[config.mk]
export PLATFORM = sky130hd
export DESIGN_NAME = multicycle_ctrl_flat
export DESIGN_NICKNAME = d
export VERILOG_FILES = /design/src/rtl/multicycle_ctrl_if.sv /design/src/rtl/multicycle_ctrl.sv /design/src/flat_wrapper.sv
export SDC_FILE = /design/constraint.sdc
export NUM_CORES = 1
export LEC_CHECK = 0
export ABC_AREA = 1
export BUFFER_PORTS_ARGS = -buffer_cell sky130_fd_sc_hd__buf_2
export CAP_MARGIN = 40
export CORE_MARGIN = 10
export CORE_UTILIZATION = 42
export CTS_CLUSTER_SIZE = 12
export DETAILED_ROUTE_END_ITERATION = 8
export PLACE_DENSITY = 0.85
export SETUP_SLACK_MARGIN = 0.3
export SYNTH_ARGS = -nofsm -noshare
export SYNTH_HDL_FRONTEND = slang
export SYNTH_SLANG_ARGS = --single-unit
[constraint.sdc]
create_clock -name clk -period 1.2 [get_ports clk]
set_input_delay 0.06 -clock clk [delete_from_list [all_inputs] [get_ports clk]]
set_output_delay 0.06 -clock clk [all_outputs]
set_load 0.01 [all_outputs]
[src/rtl/multicycle_ctrl_if.sv]
// Control bus between the multicycle main FSM and the shared datapath.
// master: the controller (drives per-cycle controls, reads decoded fields).
// slave : the datapath/memory side (drives decoded fields and handshake).
// The perf counter signals exist only when MULTICYCLE_PERF_EN is defined.
interface multicycle_ctrl_if;
  logic [1:0]  op;
  logic [5:0]  funct;
  logic [3:0]  rd;
  logic        cond_ok;
  logic        mem_ready;
  logic        ir_w;
  logic        pc_w;
  logic        adr_src;
  logic        mem_req;
  logic        mem_w;
  logic        reg_w;
  logic [1:0]  alu_src_a;
  logic [1:0]  alu_src_b;
  logic [1:0]  result_src;
  logic [1:0]  imm_src;
  logic [1:0]  reg_src;
  logic [2:0]  alu_control;
  logic [1:0]  flag_w;
  logic        mem_err;
  logic [3:0]  state;
`ifdef MULTICYCLE_PERF_EN
  logic [31:0] retired;
  logic [31:0] stall_cyc;

  modport master (
    input  op, funct, rd, cond_ok, mem_ready,
    output ir_w, pc_w, adr_src, mem_req, mem_w, reg_w, alu_src_a, alu_src_b,
           result_src, imm_src, reg_src, alu_control, flag_w, mem_err, state,
           retired, stall_cyc
  );
  modport slave (
    output op, funct, rd, cond_ok, mem_ready,
    input  ir_w, pc_w, adr_src, mem_req, mem_w, reg_w, alu_src_a, alu_src_b,
           result_src, imm_src, reg_src, alu_control, flag_w, mem_err, state,
           retired, stall_cyc
  );
`else
  modport master (
    input  op, funct, rd, cond_ok, mem_ready,
    output ir_w, pc_w, adr_src, mem_req, mem_w, reg_w, alu_src_a, alu_src_b,
           result_src, imm_src, reg_src, alu_control, flag_w, mem_err, state
  );
  modport slave (
    output op, funct, rd, cond_ok, mem_ready,
    input  ir_w, pc_w, adr_src, mem_req, mem_w, reg_w, alu_src_a, alu_src_b,
           result_src, imm_src, reg_src, alu_control, flag_w, mem_err, state
  );
`endif
endinterface

[src/rtl/multicycle_ctrl.sv]
// Main FSM of the multicycle CPU: sequences fetch/decode/execute/memory/
// writeback over one shared ALU/memory datapath. Memory accesses wait on
// mem_ready and abort to FETCH with a mem_err pulse after MAX_WAIT stalls.
// Controls are a Moore function of state (plus decoded fields, cond_ok and
// the handshake) and are forced to 0 while rst_n is low.
// Optional: define MULTICYCLE_PERF_EN for retired/stall_cyc counters.
module multicycle_ctrl #(
  parameter int unsigned MAX_WAIT = 255,
  parameter int unsigned WAIT_W   = 8
) (
  input logic               clk,
  input logic               rst_n,
  multicycle_ctrl_if.master bus
);

  typedef enum logic [3:0] {
    S_FETCH  = 4'd0, S_DECODE = 4'd1, S_MEMADR = 4'd2, S_MEMRD  = 4'd3,
    S_MEMWB  = 4'd4, S_MEMWR  = 4'd5, S_EXECR  = 4'd6, S_EXECI  = 4'd7,
    S_ALUWB  = 4'd8, S_BRANCH = 4'd9
  } state_e;

  state_e            state_q, state_d;
  logic [WAIT_W-1:0] wait_q, wait_d;
  logic [3:0]        cmd_s;
  logic [2:0]        exec_alu_s;
  logic              mem_act_s, mem_wait_s, timeout_s, no_write_s;

  logic        ir_w_s, pc_w_s, adr_src_s, mem_req_s, mem_w_s, reg_w_s, mem_err_s;
  logic [1:0]  alu_src_a_s, alu_src_b_s, result_src_s, imm_src_s, reg_src_s, flag_w_s;
  logic [2:0]  alu_control_s;

  function automatic logic [2:0] alu_decode(input logic [3:0] cmd);
    case (cmd)
      4'b0100: alu_decode = 3'b000;
      4'b0010: alu_decode = 3'b001;
      4'b1010: alu_decode = 3'b001;
      4'b1011: alu_decode = 3'b000;
      4'b0000: alu_decode = 3'b010;
      4'b1000: alu_decode = 3'b010;
      4'b1100: alu_decode = 3'b011;
      default: alu_decode = 3'b000;
    endcase
  endfunction

  assign cmd_s      = bus.funct[4:1];
  assign exec_alu_s = alu_decode(cmd_s);
  // cmp, cmn and tst only update flags and never reach ALUWB
  assign no_write_s = (cmd_s == 4'b1010) || (cmd_s == 4'b1011) || (cmd_s == 4'b1000);
  // A store with a failed condition never touches memory, so it cannot stall
  assign mem_act_s  = (state_q == S_FETCH) || (state_q == S_MEMRD) ||
                      ((state_q == S_MEMWR) && bus.cond_ok);
  assign mem_wait_s = mem_act_s && !bus.mem_ready;
  assign timeout_s  = mem_wait_s && (wait_q == WAIT_W'(MAX_WAIT));

  // State register and memory wait counter
  always_ff @(posedge clk or negedge rst_n) begin
    if (!rst_n) begin
      state_q <= S_FETCH;
      wait_q  <= '0;
    end else begin
      state_q <= state_d;
      wait_q  <= wait_d;
    end
  end

  // Next-state selection and wait counter update
  always_comb begin
    state_d = state_q;
    if (mem_wait_s && !timeout_s) begin
      wait_d = wait_q + WAIT_W'(1);
    end else begin
      wait_d = '0;
    end
    if (timeout_s) begin
      state_d = S_FETCH;
    end else begin
      case (state_q)
        S_FETCH:  state_d = bus.mem_ready ? S_DECODE : S_FETCH;
        S_DECODE: begin
          case (bus.op)
            2'd0:    state_d = bus.funct[5] ? S_EXECI : S_EXECR;
            2'd1:    state_d = S_MEMADR;
            2'd2:    state_d = S_BRANCH;
            default: state_d = S_FETCH;
          endcase
        end
        S_MEMADR: state_d = bus.funct[0] ? S_MEMRD : S_MEMWR;
        S_MEMRD:  state_d = bus.mem_ready ? S_MEMWB : S_MEMRD;
        S_MEMWB:  state_d = S_FETCH;
        S_MEMWR:  state_d = (!bus.cond_ok || bus.mem_ready) ? S_FETCH : S_MEMWR;
        S_EXECR,
        S_EXECI:  state_d = no_write_s ? S_FETCH : S_ALUWB;
        S_ALUWB:  state_d = S_FETCH;
        S_BRANCH: state_d = S_FETCH;
        default:  state_d = S_FETCH;
      endcase
    end
  end

  // Per-state datapath controls
  always_comb begin
    ir_w_s = 1'b0; pc_w_s = 1'b0; adr_src_s = 1'b0; mem_req_s = 1'b0;
    mem_w_s = 1'b0; reg_w_s = 1'b0; mem_err_s = 1'b0;
    alu_src_a_s = 2'd0; alu_src_b_s = 2'd0; result_src_s = 2'd0;
    imm_src_s = 2'd0; reg_src_s = 2'd0; flag_w_s = 2'b00; alu_control_s = 3'b000;
    if (!rst_n) begin
      mem_err_s = 1'b0;
    end else begin
      mem_err_s = timeout_s;
      // Immediate and register-source selects follow op for the whole instruction
      if ((state_q != S_FETCH) && (state_q <= S_BRANCH)) begin
        case (bus.op)
          2'd1:    imm_src_s = 2'd1;
          2'd2:    imm_src_s = 2'd2;
          default: imm_src_s = 2'd0;
        endcase
        reg_src_s = {bus.op == 2'd1, bus.op == 2'd2};
      end else begin
        imm_src_s = 2'd0;
      end
      case (state_q)
        S_FETCH: begin
          mem_req_s    = !timeout_s;
          alu_src_a_s  = 2'd1;
          alu_src_b_s  = 2'd2;
          result_src_s = 2'd2;
          ir_w_s       = bus.mem_ready;
          pc_w_s       = bus.mem_ready;
        end
        S_DECODE: begin
          alu_src_a_s = 2'd1;
          alu_src_b_s = 2'd2;
        end
        S_MEMADR: alu_src_b_s = 2'd1;
        S_MEMRD: begin
          mem_req_s = !timeout_s;
          adr_src_s = 1'b1;
        end
        S_MEMWB: begin
          result_src_s = 2'd1;
          reg_w_s      = bus.cond_ok;
          pc_w_s       = bus.cond_ok && (bus.rd == 4'd15);
        end
        S_MEMWR: begin
          mem_req_s = bus.cond_ok && !timeout_s;
          mem_w_s   = bus.cond_ok && !timeout_s;
          adr_src_s = 1'b1;
        end
        S_EXECR, S_EXECI: begin
          alu_src_b_s   = (state_q == S_EXECI) ? 2'd1 : 2'd0;
          alu_control_s = exec_alu_s;
          flag_w_s[1]   = bus.funct[0] && bus.cond_ok;
          flag_w_s[0]   = flag_w_s[1] && (exec_alu_s[2:1] == 2'b00);
        end
        S_ALUWB: begin
          pc_w_s  = bus.cond_ok && (bus.rd == 4'd15);
          reg_w_s = bus.cond_ok && (bus.rd != 4'd15);
        end
        S_BRANCH: begin
          alu_src_a_s  = 2'd2;
          alu_src_b_s  = 2'd1;
          result_src_s = 2'd2;
          pc_w_s       = bus.cond_ok;
        end
        default: mem_req_s = 1'b0;
      endcase
    end
  end

  assign bus.ir_w        = ir_w_s;
  assign bus.pc_w        = pc_w_s;
  assign bus.adr_src     = adr_src_s;
  assign bus.mem_req     = mem_req_s;
  assign bus.mem_w       = mem_w_s;
  assign bus.reg_w       = reg_w_s;
  assign bus.alu_src_a   = alu_src_a_s;
  assign bus.alu_src_b   = alu_src_b_s;
  assign bus.result_src  = result_src_s;
  assign bus.imm_src     = imm_src_s;
  assign bus.reg_src     = reg_src_s;
  assign bus.alu_control = alu_control_s;
  assign bus.flag_w      = flag_w_s;
  assign bus.mem_err     = mem_err_s;
  assign bus.state       = state_q;

`ifdef MULTICYCLE_PERF_EN
  logic [31:0] retired_q, retired_d, stall_q, stall_d;
  logic        retire_s;

  // An instruction retires when any state other than FETCH returns to FETCH normally
  assign retire_s  = (state_d == S_FETCH) && (state_q != S_FETCH) && !timeout_s;
  assign retired_d = retire_s   ? retired_q + 32'd1 : retired_q;
  assign stall_d   = mem_wait_s ? stall_q + 32'd1   : stall_q;

  // Retired-instruction and memory-stall counters, wrapping at 2^32
  always_ff @(posedge clk or negedge rst_n) begin
    if (!rst_n) begin
      retired_q <= 32'd0;
      stall_q   <= 32'd0;
    end else begin
      retired_q <= retired_d;
      stall_q   <= stall_d;
    end
  end

  assign bus.retired   = retired_q;
  assign bus.stall_cyc = stall_q;
`endif

endmodule

[src/flat_wrapper.sv]
// flat-port wrapper written by rule: the top's interface ports become plain ports
module multicycle_ctrl_flat 
#(
  parameter int unsigned MAX_WAIT = 255,
  parameter int unsigned WAIT_W   = 8
)
  (clk, rst_n, bus_op, bus_funct, bus_rd, bus_cond_ok, bus_mem_ready, bus_ir_w, bus_pc_w, bus_adr_src, bus_mem_req, bus_mem_w, bus_reg_w, bus_alu_src_a, bus_alu_src_b, bus_result_src, bus_imm_src, bus_reg_src, bus_alu_control, bus_flag_w, bus_mem_err, bus_state);
  multicycle_ctrl_if bus_i ();
  input logic clk;
  input logic rst_n;
  input wire logic [$bits(bus_i.op)-1:0] bus_op;
  input wire logic [$bits(bus_i.funct)-1:0] bus_funct;
  input wire logic [$bits(bus_i.rd)-1:0] bus_rd;
  input wire logic [$bits(bus_i.cond_ok)-1:0] bus_cond_ok;
  input wire logic [$bits(bus_i.mem_ready)-1:0] bus_mem_ready;
  output wire logic [$bits(bus_i.ir_w)-1:0] bus_ir_w;
  output wire logic [$bits(bus_i.pc_w)-1:0] bus_pc_w;
  output wire logic [$bits(bus_i.adr_src)-1:0] bus_adr_src;
  output wire logic [$bits(bus_i.mem_req)-1:0] bus_mem_req;
  output wire logic [$bits(bus_i.mem_w)-1:0] bus_mem_w;
  output wire logic [$bits(bus_i.reg_w)-1:0] bus_reg_w;
  output wire logic [$bits(bus_i.alu_src_a)-1:0] bus_alu_src_a;
  output wire logic [$bits(bus_i.alu_src_b)-1:0] bus_alu_src_b;
  output wire logic [$bits(bus_i.result_src)-1:0] bus_result_src;
  output wire logic [$bits(bus_i.imm_src)-1:0] bus_imm_src;
  output wire logic [$bits(bus_i.reg_src)-1:0] bus_reg_src;
  output wire logic [$bits(bus_i.alu_control)-1:0] bus_alu_control;
  output wire logic [$bits(bus_i.flag_w)-1:0] bus_flag_w;
  output wire logic [$bits(bus_i.mem_err)-1:0] bus_mem_err;
  output wire logic [$bits(bus_i.state)-1:0] bus_state;
  assign bus_i.op = bus_op;
  assign bus_i.funct = bus_funct;
  assign bus_i.rd = bus_rd;
  assign bus_i.cond_ok = bus_cond_ok;
  assign bus_i.mem_ready = bus_mem_ready;
  assign bus_ir_w = bus_i.ir_w;
  assign bus_pc_w = bus_i.pc_w;
  assign bus_adr_src = bus_i.adr_src;
  assign bus_mem_req = bus_i.mem_req;
  assign bus_mem_w = bus_i.mem_w;
  assign bus_reg_w = bus_i.reg_w;
  assign bus_alu_src_a = bus_i.alu_src_a;
  assign bus_alu_src_b = bus_i.alu_src_b;
  assign bus_result_src = bus_i.result_src;
  assign bus_imm_src = bus_i.imm_src;
  assign bus_reg_src = bus_i.reg_src;
  assign bus_alu_control = bus_i.alu_control;
  assign bus_flag_w = bus_i.flag_w;
  assign bus_mem_err = bus_i.mem_err;
  assign bus_state = bus_i.state;
  multicycle_ctrl #(.MAX_WAIT(MAX_WAIT), .WAIT_W(WAIT_W)) u_core (.clk(clk), .rst_n(rst_n), .bus(bus_i));
endmodule
==> results of run 1 <==
-- path summary, 6_finish.rpt --
kind                                     start                   to  slack, ns
setup / recovery              u_core.wait_q[1]          bus_mem_err      -0.59
hold reg to reg               u_core.wait_q[0]     u_core.wait_q[0]       0.68
min in group asynchronous                rst_n     u_core.wait_q[6]       0.20
max in group asynchronous                rst_n  u_core.bus.state[3]       0.61
hold / removal                    bus_funct[4]  u_core.bus.state[3]       0.17
setup reg to reg           u_core.bus.state[0]  u_core.bus.state[0]      -0.59
-- layout make-up --
| type | count | area [µm²] |
|---|---|---|
| Clock buffer | 4 | 36.3 |
| Fill cell | 71 | 154 |
| Inverter | 20 | 75.1 |
| Multi-Input combinational cell | 105 | 882 |
| Sequential cell | 12 | 305 |
| Tap cell | 28 | 35.0 |
| Timing Repair Buffer | 93 | 724 |
-- repair_timing --
item / in CTS / in global routing
hold endpoints to repair: 12 / 0
hold buffers: 1 / 0
setup endpoints to repair: 37 / 49
pin swaps: 20 / 26
buffers inserted: 14 / 17
resized for setup: 44 / 39
gates cloned: 0 / 0
-- registers in the layout, summed over array words and instances (netlist names) --
name / count
u_core.wait_q: 8
u_core.bus.state: 4
-- cells in the mapped netlist (all sizes together) --
cell	instances	area (µm²)
a211oi	1	7.51
a21oi	3	15.0
a31oi	2	12.5
buf	4	33.8
clkinv	1	3.75
conb	1	3.75
dfrtp	12	300
ha	1	12.5
inv	19	71.3
nand2	24	105
nand3	19	95.1
nand3b	2	27.5
nand4	3	18.8
nor2	26	118
nor3	4	20.0
nor3b	1	7.51
nor4	2	12.5
o211a	1	10.0
o211ai	1	7.51
o21a	1	7.51
o21ai	6	33.8
o22ai	1	6.26
xnor2	1	8.76
xor2	5	43.8
-- per-stage QoR --
stage	setup TNS, ns	hold slack, ns	worst slack [ns]	area, µm²
after global routing	-16.52	0.154	-0.657	2060
after global placement	-1.66	0.0706	-0.111	1450
after detailed placement	-2.77	0.0768	-0.154	1450
final	-15.08	0.172	-0.594	2060
after floorplan	-0.515	-0.236	-0.0683	1090
after CTS	-8.38	0.114	-0.433	1770
-- metal layers --
layer / vias to the layer above / GRT usage / share of wire
met5: - / 0 / 0
met4: 0 / 0.103 / 0.059
met3: 47 / 0.0392 / 0.13
met2: 191 / 0.363 / 0.46
met1: 743 / 0.178 / 0.34
li1: 653 / - / -
-- where the power goes --
group | internal (µW) | total, µW | switching [µW]
Clock | 184 | 322 | 138
Combinational | 1880 | 3800 | 1920
Sequential | 500 | 703 | 204
Total | 2560 | 4820 | 2260
-- kinds of logic (layout without fill, tap and decap cells) --
group	count (synthesis)	after routing	synth area share
and+or+nand+nor	81	81	0.411
adders and majority gates	1	1	0.0127
AOI/OAI and AO/OA	16	16	0.102
xor gates and xnor gates	6	6	0.0535
buffers and inverters	24	117	0.111
other	1	1	0.00382
DFF	12	12	0.306
-- critical path: stages (launching register included) --
cell and delay (ns):
sky130_fd_sc_hd__dfrtp_1 0.38, sky130_fd_sc_hd__ha_2 0.22, sky130_fd_sc_hd__nand2_2 0.08, sky130_fd_sc_hd__nor2_4 0.14
sky130_fd_sc_hd__nand3_2 0.10, sky130_fd_sc_hd__nor2_4 0.14, sky130_fd_sc_hd__nand3_2 0.12, sky130_fd_sc_hd__nor2_2 0.13
sky130_fd_sc_hd__buf_2 0.14
==> summary by stage, run 1 <==
Run status
The flow ran to the end, but the final reports show violations. The final reports fail on setup timing.

Clock tree
The number of buffers between clock root and the deepest sink is 2. For the worst-skew pair, the clock arrives at the later sink with an insertion delay of 0.27 ns. The clock slew seen by the registers of the worst setup and hold paths is 0.08 ns.

CTS built an H-tree with a depth of 1. The clock buffer count from CTS is 3. The tree is rooted in a sky130_fd_sc_hd__clkbuf_4.

The TritonCTS clock tree is done. The number of sinks handled by clock tree synthesis is 12.

Detailed routing
The final route contains 1634 vias. The post-route antenna net violation count is 0. In the final routed layout, each cell accounts on average for 25.1 µm.

The iteration count of the initial detailed-routing pass is 5. For this block, the routed nets add up to 6580 µm of wire. The DRC violation count after routing is 0. Using the TritonRoute via totals, the vias-per-cell ratio works out to 6.24. The number of DRC markers after the initial detailed-route iteration is 222.

Power and ir drop
The power density of the placed cells is 2340 nW/µm². The final total power is 4820 µW. The leakage power is 0.00102 µW. The peak supply drop is 1.62 mV.

Floorplanning
The die span in y is 68.4 µm. The initial standard-cell utilization of the core is 0.444. The floorplan die area is 4670 µm². The region available for standard cell placement spans 2210 µm². The die is 68.4 µm wide. The count of boundary I/O pins is 42.

The cell row count is 17.

STA
For the finished layout, the period the worst path requires is 1.79 ns. Setup violations remaining at the end of the flow were counted as 34. The count of endpoints failing hold in the final timing report is 0. Between clock sinks in the finished design, the worst skew comes to 0.00339 ns. Setup repair after global routing could not meet its margin everywhere. Headroom to the max-slew limit came out at 0.637.

The post-route worst setup slack is -0.594 ns. Of the available clock period, the critical path in the final layout requires 1.49. The highest clock frequency the design can meet is 557 MHz. The slew at the pin closest to its max-slew limit is 0.545 ns. The max-slew violation count is 0.

Global route
The overall track demand over capacity in global routing is 0.187. The global-route wire length before repair is 6680 µm. The total congestion overflow is 0.

The number of global-route vias before repair is 1425. The initial antenna violation count is 0. Entering global routing, the biggest net connects 13 pins.

Yosys
After synthesis the cells add up to 982 µm². The sequential element share of the synthesized area is 0.306. Synthesis produced a netlist whose cell count is 141.

The count of warnings emitted by yosys is 0. The number of distinct library cell variants in the gate-level netlist after synthesis is 32. The mean area per synthesized cell is 6.97 µm². Synthesis inferred 12 register bits.

The post-synth net total is 158.

Place
The final weighted congestion in routability-driven placement is 0.913. Input and output buffers added on the ports amount to 40. In this run, placement finished with an instance count of 226.

The post-DP HPWL is 2520 µm.

Worst setup path
The critical path is of the reg2out type. The kind of capture point of the worst setup path is a primary output. At the worst endpoint, the required time is 1.14 ns. The worst reg-to-reg path cell count is 10. The kind of launch point of the worst setup path is a flip-flop. At the worst endpoint, the arrival time is 1.73 ns. In this run the worst path has a maximum fanout of 2.

Cells and area
Relative to the synthesized area, the layout overhead comes to 110%. The leading cell type in the layout, fill and taps excluded is sky130_fd_sc_hd__buf_2. The share of layout cells above drive strength 1 is 0.709.

Once layout is complete, the utilization of the core stands at 0.930. Leaving out fill and tap cells, the most frequent cells in the layout are 35 x sky130_fd_sc_hd__buf_2, 29 x sky130_fd_sc_hd__buf_6, 28 x sky130_fd_sc_hd__buf_4. The number of antenna diodes in the final layout is 0. The count of placed standard cells in the final layout, fillers left out is 262. The net count reported at finish is 252.

Hold path
The tightest min-delay check is of the in2reg type. Along the worst hold path, the cell count comes to 3.

Flow run
The tool flagged a number of max-cap violations equal to 0.
No activity file was read; power rests on OpenSTA's default activity.
==> run 2: changes to the inputs <==
--- a/config.mk
+++ b/config.mk
@@ -5,11 +5,11 @@
 export SDC_FILE = /design/constraint.sdc
 export NUM_CORES = 1
 export LEC_CHECK = 0
-export ABC_AREA = 1
+export ABC_AREA = 0
 export BUFFER_PORTS_ARGS = -buffer_cell sky130_fd_sc_hd__buf_2
 export CAP_MARGIN = 40
 export CORE_MARGIN = 10
-export CORE_UTILIZATION = 42
+export CORE_UTILIZATION = 43
 export CTS_CLUSTER_SIZE = 12
 export DETAILED_ROUTE_END_ITERATION = 8
 export PLACE_DENSITY = 0.85
==> constraint.sdc (replaced) <==
create_clock -name clk -period 1.2 [get_ports clk]
set_input_delay 0.18 -clock clk [delete_from_list [all_inputs] [get_ports clk]]
set_output_delay 0.18 -clock clk [all_outputs]
set_load 0.01 [all_outputs]
==> summary by stage, run 2 <==
Yosys
The number of distinct library cell variants in the gate-level netlist after synthesis came to 48 (+50%). The count of state elements after synthesis is 12 (unchanged). The mean area per synthesized cell is 8.26 µm² (+19%). The number of instances in the synthesized netlist is 129 (-8.5%). Sorting the synthesized cells by area gives the leading types as sky130_fd_sc_hd__dfrtp_1 28%, sky130_fd_sc_hd__nor2_1 4.6%, sky130_fd_sc_hd__nor3_1 4.2%. The top flip-flop cell by instance count after synthesis is sky130_fd_sc_hd__dfrtp_1. The post-synth net total was 146 (-7.6%).

The share of Yosys cell area claimed by the top area cell type is 0.282 (-0.0240). By count the netlist is led by 13 x sky130_fd_sc_hd__nor2_1, 12 x sky130_fd_sc_hd__dfrtp_1, 9 x sky130_fd_sc_hd__nor3_1. The count of warnings emitted by yosys came to 0 (unchanged).

The async set-or-reset flop fraction in the synthesized netlist was 1.00 (unchanged). The leading cell type by number of instances after synthesis is sky130_fd_sc_hd__nor2_1. The sequential element share of the synthesized area was 0.282 (-0.0240). The number of synthesized flops with an enable pin is 0 (unchanged). The largest area contributor in the netlist is sky130_fd_sc_hd__dfrtp_1. The cell area after synthesis is 1070 µm² (+8.5%).

Power and ir drop
The power density of the placed cells was 2020 nW/µm² (-14%). The leakage power came to 0.00102 µW (-0.37%). The peak supply drop is 1.71 mV (+5.1%). The final total power is 4440 µW (-7.9%).

Worst setup path
The kind of capture point of the worst setup path is a primary output. The critical path goes through buf_4 > buf_4 > nand2_1 > o211ai_4 > and3_1 > buf_2. The worst setup path is launched from a flip-flop. The critical path data arrival time is 1.77 ns (+0.04 ns). The most used cell along the critical path is sky130_fd_sc_hd__buf_4. The biggest fanout along the worst timing path was 7 (+5).

The register-to-register setup slack is -0.60 ns (about the same). The longest individual stage delay on the worst path is 0.48 ns (+0.10 ns). For this design, the slowest cell found on the critical path is sky130_fd_sc_hd__dfrtp_2.

The setup path with the least slack is of type reg2out. The required time of the critical path is 1.02 ns (-0.12 ns).

Detailed routing
The post-route antenna net violation count is 0 (unchanged). The average wire per standard cell is 28.3 µm (+13%). The DRC violation count after routing was 0 (unchanged). The number of DRC markers after the initial detailed-route iteration is 285 (+28%).

The total detailed-routing wirelength is 7290 µm (+11%). The via density per instance was 6.75 (+8.2%). The iteration count of the initial detailed-routing pass is 6 (+1). The overall via count from detail_route is 1741 (+6.5%).

STA
The slew at the pin closest to its max-slew limit is 0.561 ns (+0.0157 ns). The count of endpoints failing hold in the final timing report is 0 (unchanged). The clock skew after layout is 0.00698 ns (+0.00359 ns). The highest clock frequency the design can meet is 513 MHz (-8.0%). Setup repair after global routing could not meet its margin everywhere. The post-route clock period utilization is 1.63 (+0.131). The max-slew violation count is 0 (unchanged). The post-route worst setup slack is -0.751 ns (-0.157 ns). The post-layout minimum cycle time is 1.95 ns (+0.157 ns). The headroom to the max-slew limit is 0.626 (-0.0104). The number of setup violations in the final report came to 37 (+8.8%).

Global route
The total congestion overflow is 0 (unchanged). The overall track demand over capacity in global routing was 0.208 (+0.0205). The initial antenna violation count is 0 (unchanged). The number of global-route vias before repair is 1654 (+16%). The global-route wire length before repair came to 8500 µm (+27%). The largest net degree at the start of global routing is 9 (-4).

Cells and area
The final instance area is 2190 µm² (+6.6%). The multi-input gate area in the final layout came to 967 µm² (+9.6%). In the layout the commonest cells are 42 x sky130_fd_sc_hd__buf_4, 34 x sky130_fd_sc_hd__buf_2, 25 x sky130_fd_sc_hd__buf_6. The library cell used most frequently in the layout, excluding fill and tap cells, is sky130_fd_sc_hd__buf_4.

The utilization after layout is 0.964 (+0.0338). The synthesis-to-layout area growth is 106%. The register cell area after layout came to 305 µm² (unchanged). The share of layout cells above drive strength 1 was 0.726 (+0.0167). The register with the most flip-flops is u_core.wait_q. The antenna cell count is 0 (unchanged). The number of flip-flops in the largest register came to 8 (unchanged). The net count reported at finish is 248 (-1.6%). The count of placed standard cells in the final layout, fillers left out is 258 (-1.5%). The total of fill cells in the finished design is 41 (-42%).

Clock tree
The maximum level of the CTS H-tree came to 1 (unchanged). TritonCTS built the clock tree. The clock latency on the worst-skew pair is 0.29 ns (+0.02 ns). The clock buffer count from CTS was 3 (unchanged). The root buffer cell chosen for the clock tree is sky130_fd_sc_hd__clkbuf_4. The number of buffers between clock root and the deepest sink was 2 (unchanged).

The number of sinks handled by clock tree synthesis came to 12 (unchanged). The clock slew seen by the registers of the worst setup and hold paths is 0.08 ns (about the same).

Floorplanning
The die span in x is 69.8 µm (+2.1%). The die span in y is 69.8 µm (+2.1%). The initial standard-cell utilization of the core is 0.468 (+0.0244). The cell row count is 17 (unchanged). The floorplan die area is 4870 µm² (+4.2%). The count of boundary I/O pins came to 42 (unchanged). The area of the core is 2280 µm² (+2.9%).

Run status
The flow ran to the end, but the final reports show violations. The checks that failed: setup timing.

Place
The final weighted congestion in routability-driven placement is 0.991 (+8.6%). The post-DP HPWL is 3380 µm (+34%). The number of placed instances, taps included was 237 (+4.9%).

The count of input and output buffers came to 40 (unchanged). The post-placement cell area came to 1750 µm² (+21%). The pre-CTS setup slack is -0.336 ns (-0.182 ns).

Hold path
The worst hold path belongs to the class in2reg.

Flow run
The total of max-cap violations is 0 (unchanged).
run 2: layout make-up:
cell class                 instances  share of cell area
tap                               28              0.0160
multi-input combinational        103               0.441
clock buffer                       4              0.0165
timing repair buffer             106               0.377
inverter                           5              0.0108
sequential                        12               0.139
run 2: logic make-up (layout without fill, tap and decap cells):
family / Yosys count / count (layout) / synth area share
buf+inv: 14 / 115 / 0.0775
compound gates: 22 / 22 / 0.168
simple gates: 70 / 70 / 0.379
flops: 12 / 12 / 0.282
mux: 2 / 2 / 0.0211
xor+xnor: 7 / 7 / 0.0575
fa+ha+maj: 1 / 1 / 0.0117
other cells: 1 / 1 / 0.00352
run 2: power breakdown:
group | switching (µW) | leakage, µW | internal [µW]
clock network | 156 | 0.0000210 | 185
registers | 171 | 0.000158 | 493
logic | 1750 | 0.000838 | 1690
total | 2070 | 0.00102 | 2370
run 2: layer usage:
layer  routed length [µm]  global-route usage  part of all wire
met5                    0                   0                 0
met4                  552               0.135             0.076
met3                  837              0.0799              0.11
met2                 3320               0.355              0.46
met1                 2580               0.204              0.35
run 2: worst max-delay path, delay by kind of cell, from the launching register on:
family | cells | cell delay [ns]
buf+inv | 3 | 0.44
compound gates | 1 | 0.21
simple gates | 2 | 0.34
flops | 1 | 0.48
run 2: path summary, 6_finish.rpt:
| path | startpoint | endpoint | depth (start not counted) |
|---|---|---|---|
| worst max-delay path | u_core.bus.state[0] | bus_mem_err | 6 |
| worst min-delay path | bus_op[1] | u_core.bus.state[3] | 3 |
| worst max register to register | u_core.bus.state[0] | u_core.wait_q[7] | 9 |
| worst min register to register | u_core.wait_q[0] | u_core.wait_q[0] | 2 |
| max in group asynchronous | rst_n | u_core.wait_q[6] | 4 |
| min in group asynchronous | rst_n | u_core.wait_q[5] | 3 |
run 2: stage by stage:
stage | TNS, ns | hold WS, ns
after CTS | -13.56 | 0.201
after global placement | -6.33 | 0.151
after global routing | -21.94 | 0.223
final | -19.39 | 0.249
after detailed placement | -7.75 | 0.158
after floorplan | -3.70 | -0.116
run 2: timing repair:
action | 4_1_cts | 5_1_grt
buffers inserted | 5 | 8
gates resized for setup | 33 | 31
pin swaps | 9 | 10
hold buffers | 4 | 0
setup endpoints to repair | 37 | 37
endpoints found under the hold margin | 12 | 0
==> run 3: changes to the inputs <==
--- a/config.mk
+++ b/config.mk
@@ -13,7 +13,7 @@
 export CTS_CLUSTER_SIZE = 12
 export DETAILED_ROUTE_END_ITERATION = 8
 export PLACE_DENSITY = 0.85
-export SETUP_SLACK_MARGIN = 0.3
+export SKIP_CTS_REPAIR_TIMING = 1
 export SYNTH_ARGS = -nofsm -noshare
 export SYNTH_HDL_FRONTEND = slang
 export SYNTH_SLANG_ARGS = --single-unit
==> summary by stage, run 3 (synthesis results as in run 2) <==
STA
Setup repair after global routing could not meet its margin everywhere. The post-route worst setup slack came to -0.709 ns (+0.0418 ns). The max-slew violation count is 0 (unchanged). The highest clock frequency the design can meet is 524 MHz (+2.2%). The count of endpoints failing hold in the final timing report is 0 (unchanged). The post-layout minimum cycle time is 1.91 ns (-0.0418 ns). The total negative setup slack is -15.13 ns (+4.26 ns). The post-route clock period utilization was 1.59 (-0.0348). The number of setup violations in the final report came to 35 (-5.4%). The clock skew after layout is 0.00741 ns (+0.000425 ns).

Detailed routing
The average wire per standard cell is 20.1 µm (-29%). The number of DRC markers after the initial detailed-route iteration is 115 (-60%). The DRC violation count after routing is 0 (unchanged). The overall via count from detail_route is 1411 (-19%). The total detailed-routing wirelength is 4840 µm (-34%). The post-route antenna net violation count is 0 (unchanged). The iteration count of the initial detailed-routing pass is 4 (-2). The via density per instance is 5.85 (-13%).

Worst setup path
The number of buffer and inverter stages on the critical path is 4 (+1). The critical path data arrival time is 1.73 ns (-0.04 ns). The kind of capture point of the worst setup path is a primary output. The longest individual stage delay on the worst path is 0.42 ns (-0.06 ns). The worst setup path is launched from a flip-flop. The biggest fanout along the worst timing path is 4 (-3). In this design, the critical path's most frequently occurring cell is sky130_fd_sc_hd__buf_4. The required time of the critical path was 1.02 ns (about the same).

By startpoint and endpoint, the worst setup path is classified as reg2out. The slowest library cell on the worst path is sky130_fd_sc_hd__dfrtp_1. The cell class contributing the biggest share of worst-path delay is buffers and inverters. The critical path goes through buf_4 > buf_4 > nand4b_1 > buf_4 > nor3_2 > buf_2.

Place
The number of placed instances, taps included is 231 (-2.5%). The count of input and output buffers was 40 (unchanged). The final weighted congestion in routability-driven placement is 0.915 (-7.7%).

The post-DP HPWL is 3250 µm (-3.7%). The post-placement cell area is 1680 µm² (-4.3%). The pre-CTS setup slack is -0.352 ns (-0.0153 ns).

Cells and area
The multi-input gate area in the final layout is 917 µm² (-5.2%). The total of fill cells in the finished design was 136 (+230%). Compared with the post-synthesis result, the final layout area differs by 80.3%. The register with the most flip-flops in the final layout is u_core.wait_q. The antenna cell count is 0 (unchanged). The net count reported at finish was 231 (-6.9%).

The utilization after layout is 0.844 (-0.120). The final instance area is 1920 µm² (-12%). The number of flip-flops in the largest register is 8 (unchanged). The library cells used most frequently in the layout, excluding fill and tap cells, are 42 x sky130_fd_sc_hd__buf_4, 37 x sky130_fd_sc_hd__buf_2, 9 x sky130_fd_sc_hd__dfrtp_1. The share of layout cells above drive strength 1 is 0.681 (-0.0453). The leading cell type in the layout, fill and taps excluded is sky130_fd_sc_hd__buf_4. The register cell area after layout came to 304 µm² (-0.41%). The count of placed standard cells in the final layout, fillers left out is 241 (-6.6%).

Flow run
The total of max-cap violations came to 0 (unchanged).

Clock tree
The tree is rooted in a sky130_fd_sc_hd__clkbuf_4. The clock latency on the worst-skew pair is 0.28 ns (about the same). The clock buffer count from CTS is 3 (unchanged). The clock slew seen by the registers of the worst setup and hold paths is 0.08 ns (about the same). The maximum level of the CTS H-tree is 1 (unchanged). The number of buffers between clock root and the deepest sink is 2 (unchanged). TritonCTS built the clock tree. The number of sinks handled by clock tree synthesis was 12 (unchanged).

Global route
The initial antenna violation count is 0 (unchanged). The total congestion overflow came to 0 (unchanged). The number of global-route vias before repair is 1358 (-18%).

The global-route wire length before repair is 6490 µm (-24%). The largest net degree at the start of global routing is 12 (+3). The overall track demand over capacity in global routing is 0.155 (-0.0526).

Power and ir drop
The peak supply drop is 1.59 mV (-6.8%). The leakage power is 0.000906 µW (-11%). The power density of the placed cells came to 1840 nW/µm² (-9.2%).

Floorplanning
The floorplan die area is 4870 µm² (unchanged). The die span in y came to 69.8 µm (unchanged). The initial standard-cell utilization of the core was 0.468 (unchanged). The count of boundary I/O pins is 42 (unchanged). The cell row count came to 17 (unchanged). The area of the core is 2280 µm² (unchanged). The die span in x was 69.8 µm (unchanged).

Run status
The flow ran to the end, but the final reports show violations. The checks that failed: setup timing.

Hold path
The tightest min-delay check is of the in2reg type.
==> run 3: layer usage <==
metal	routed length [µm]	share of wire	vias up	global-route usage
met1	1690	0.35	680	0.161
met5	0	0	-	0
met3	382	0.079	20	0.0428
li1	-	-	629	-
met4	199	0.041	0	0.0478
met2	2570	0.53	82	0.290
==> run 3: cell type report <==
class / count / share of cell area
Clock buffer: 4 / 0.0189
Inverter: 5 / 0.00977
Multi-Input combinational cell: 103 / 0.477
Sequential cell: 12 / 0.158
Tap cell: 28 / 0.0182
Timing Repair Buffer: 89 / 0.318
==> run 3: final timing paths <==
kind | cells after the start | slack [ns] | endpoint | from
worst min-delay path | 3 | 0.22 | u_core.bus.state[3] | bus_op[1]
max in group asynchronous | 3 | 0.47 | u_core.bus.state[1] | rst_n
worst max register to register | 7 | -0.39 | u_core.bus.state[0] | u_core.bus.state[2]
min in group asynchronous | 2 | 0.41 | u_core.bus.state[3] | rst_n
worst max-delay path | 6 | -0.71 | bus_mem_w | u_core.bus.state[2]
worst min register to register | 2 | 0.56 | u_core.wait_q[0] | u_core.wait_q[0]
==> run 3: worst reg2reg max path: stages, from the launching register on <==
cell and delay, ns:
sky130_fd_sc_hd__dfrtp_1 0.42, sky130_fd_sc_hd__buf_4 0.14, sky130_fd_sc_hd__buf_4 0.13, sky130_fd_sc_hd__nand4b_1 0.20, sky130_fd_sc_hd__buf_4 0.21, sky130_fd_sc_hd__a21oi_2 0.13, sky130_fd_sc_hd__o21bai_1 0.11, sky130_fd_sc_hd__a21oi_2 0.17
==> run 3: stage by stage <==
stage                     power, µW  hold WS [ns]
after floorplan                1870        -0.116
after global placement         2570        0.0134
after detailed placement       2640        0.0208
after CTS                      2980        -0.280
after global routing           3720         0.220
final                          3530         0.224
==> run 3: report_power, final <==
| group | switching, µW | internal, µW | total, µW | leakage (µW) |
|---|---|---|---|---|
| clock network | 146 | 185 | 330 | 0.0000210 |
| registers | 128 | 490 | 618 | 0.000159 |
| logic | 1310 | 1270 | 2580 | 0.000725 |
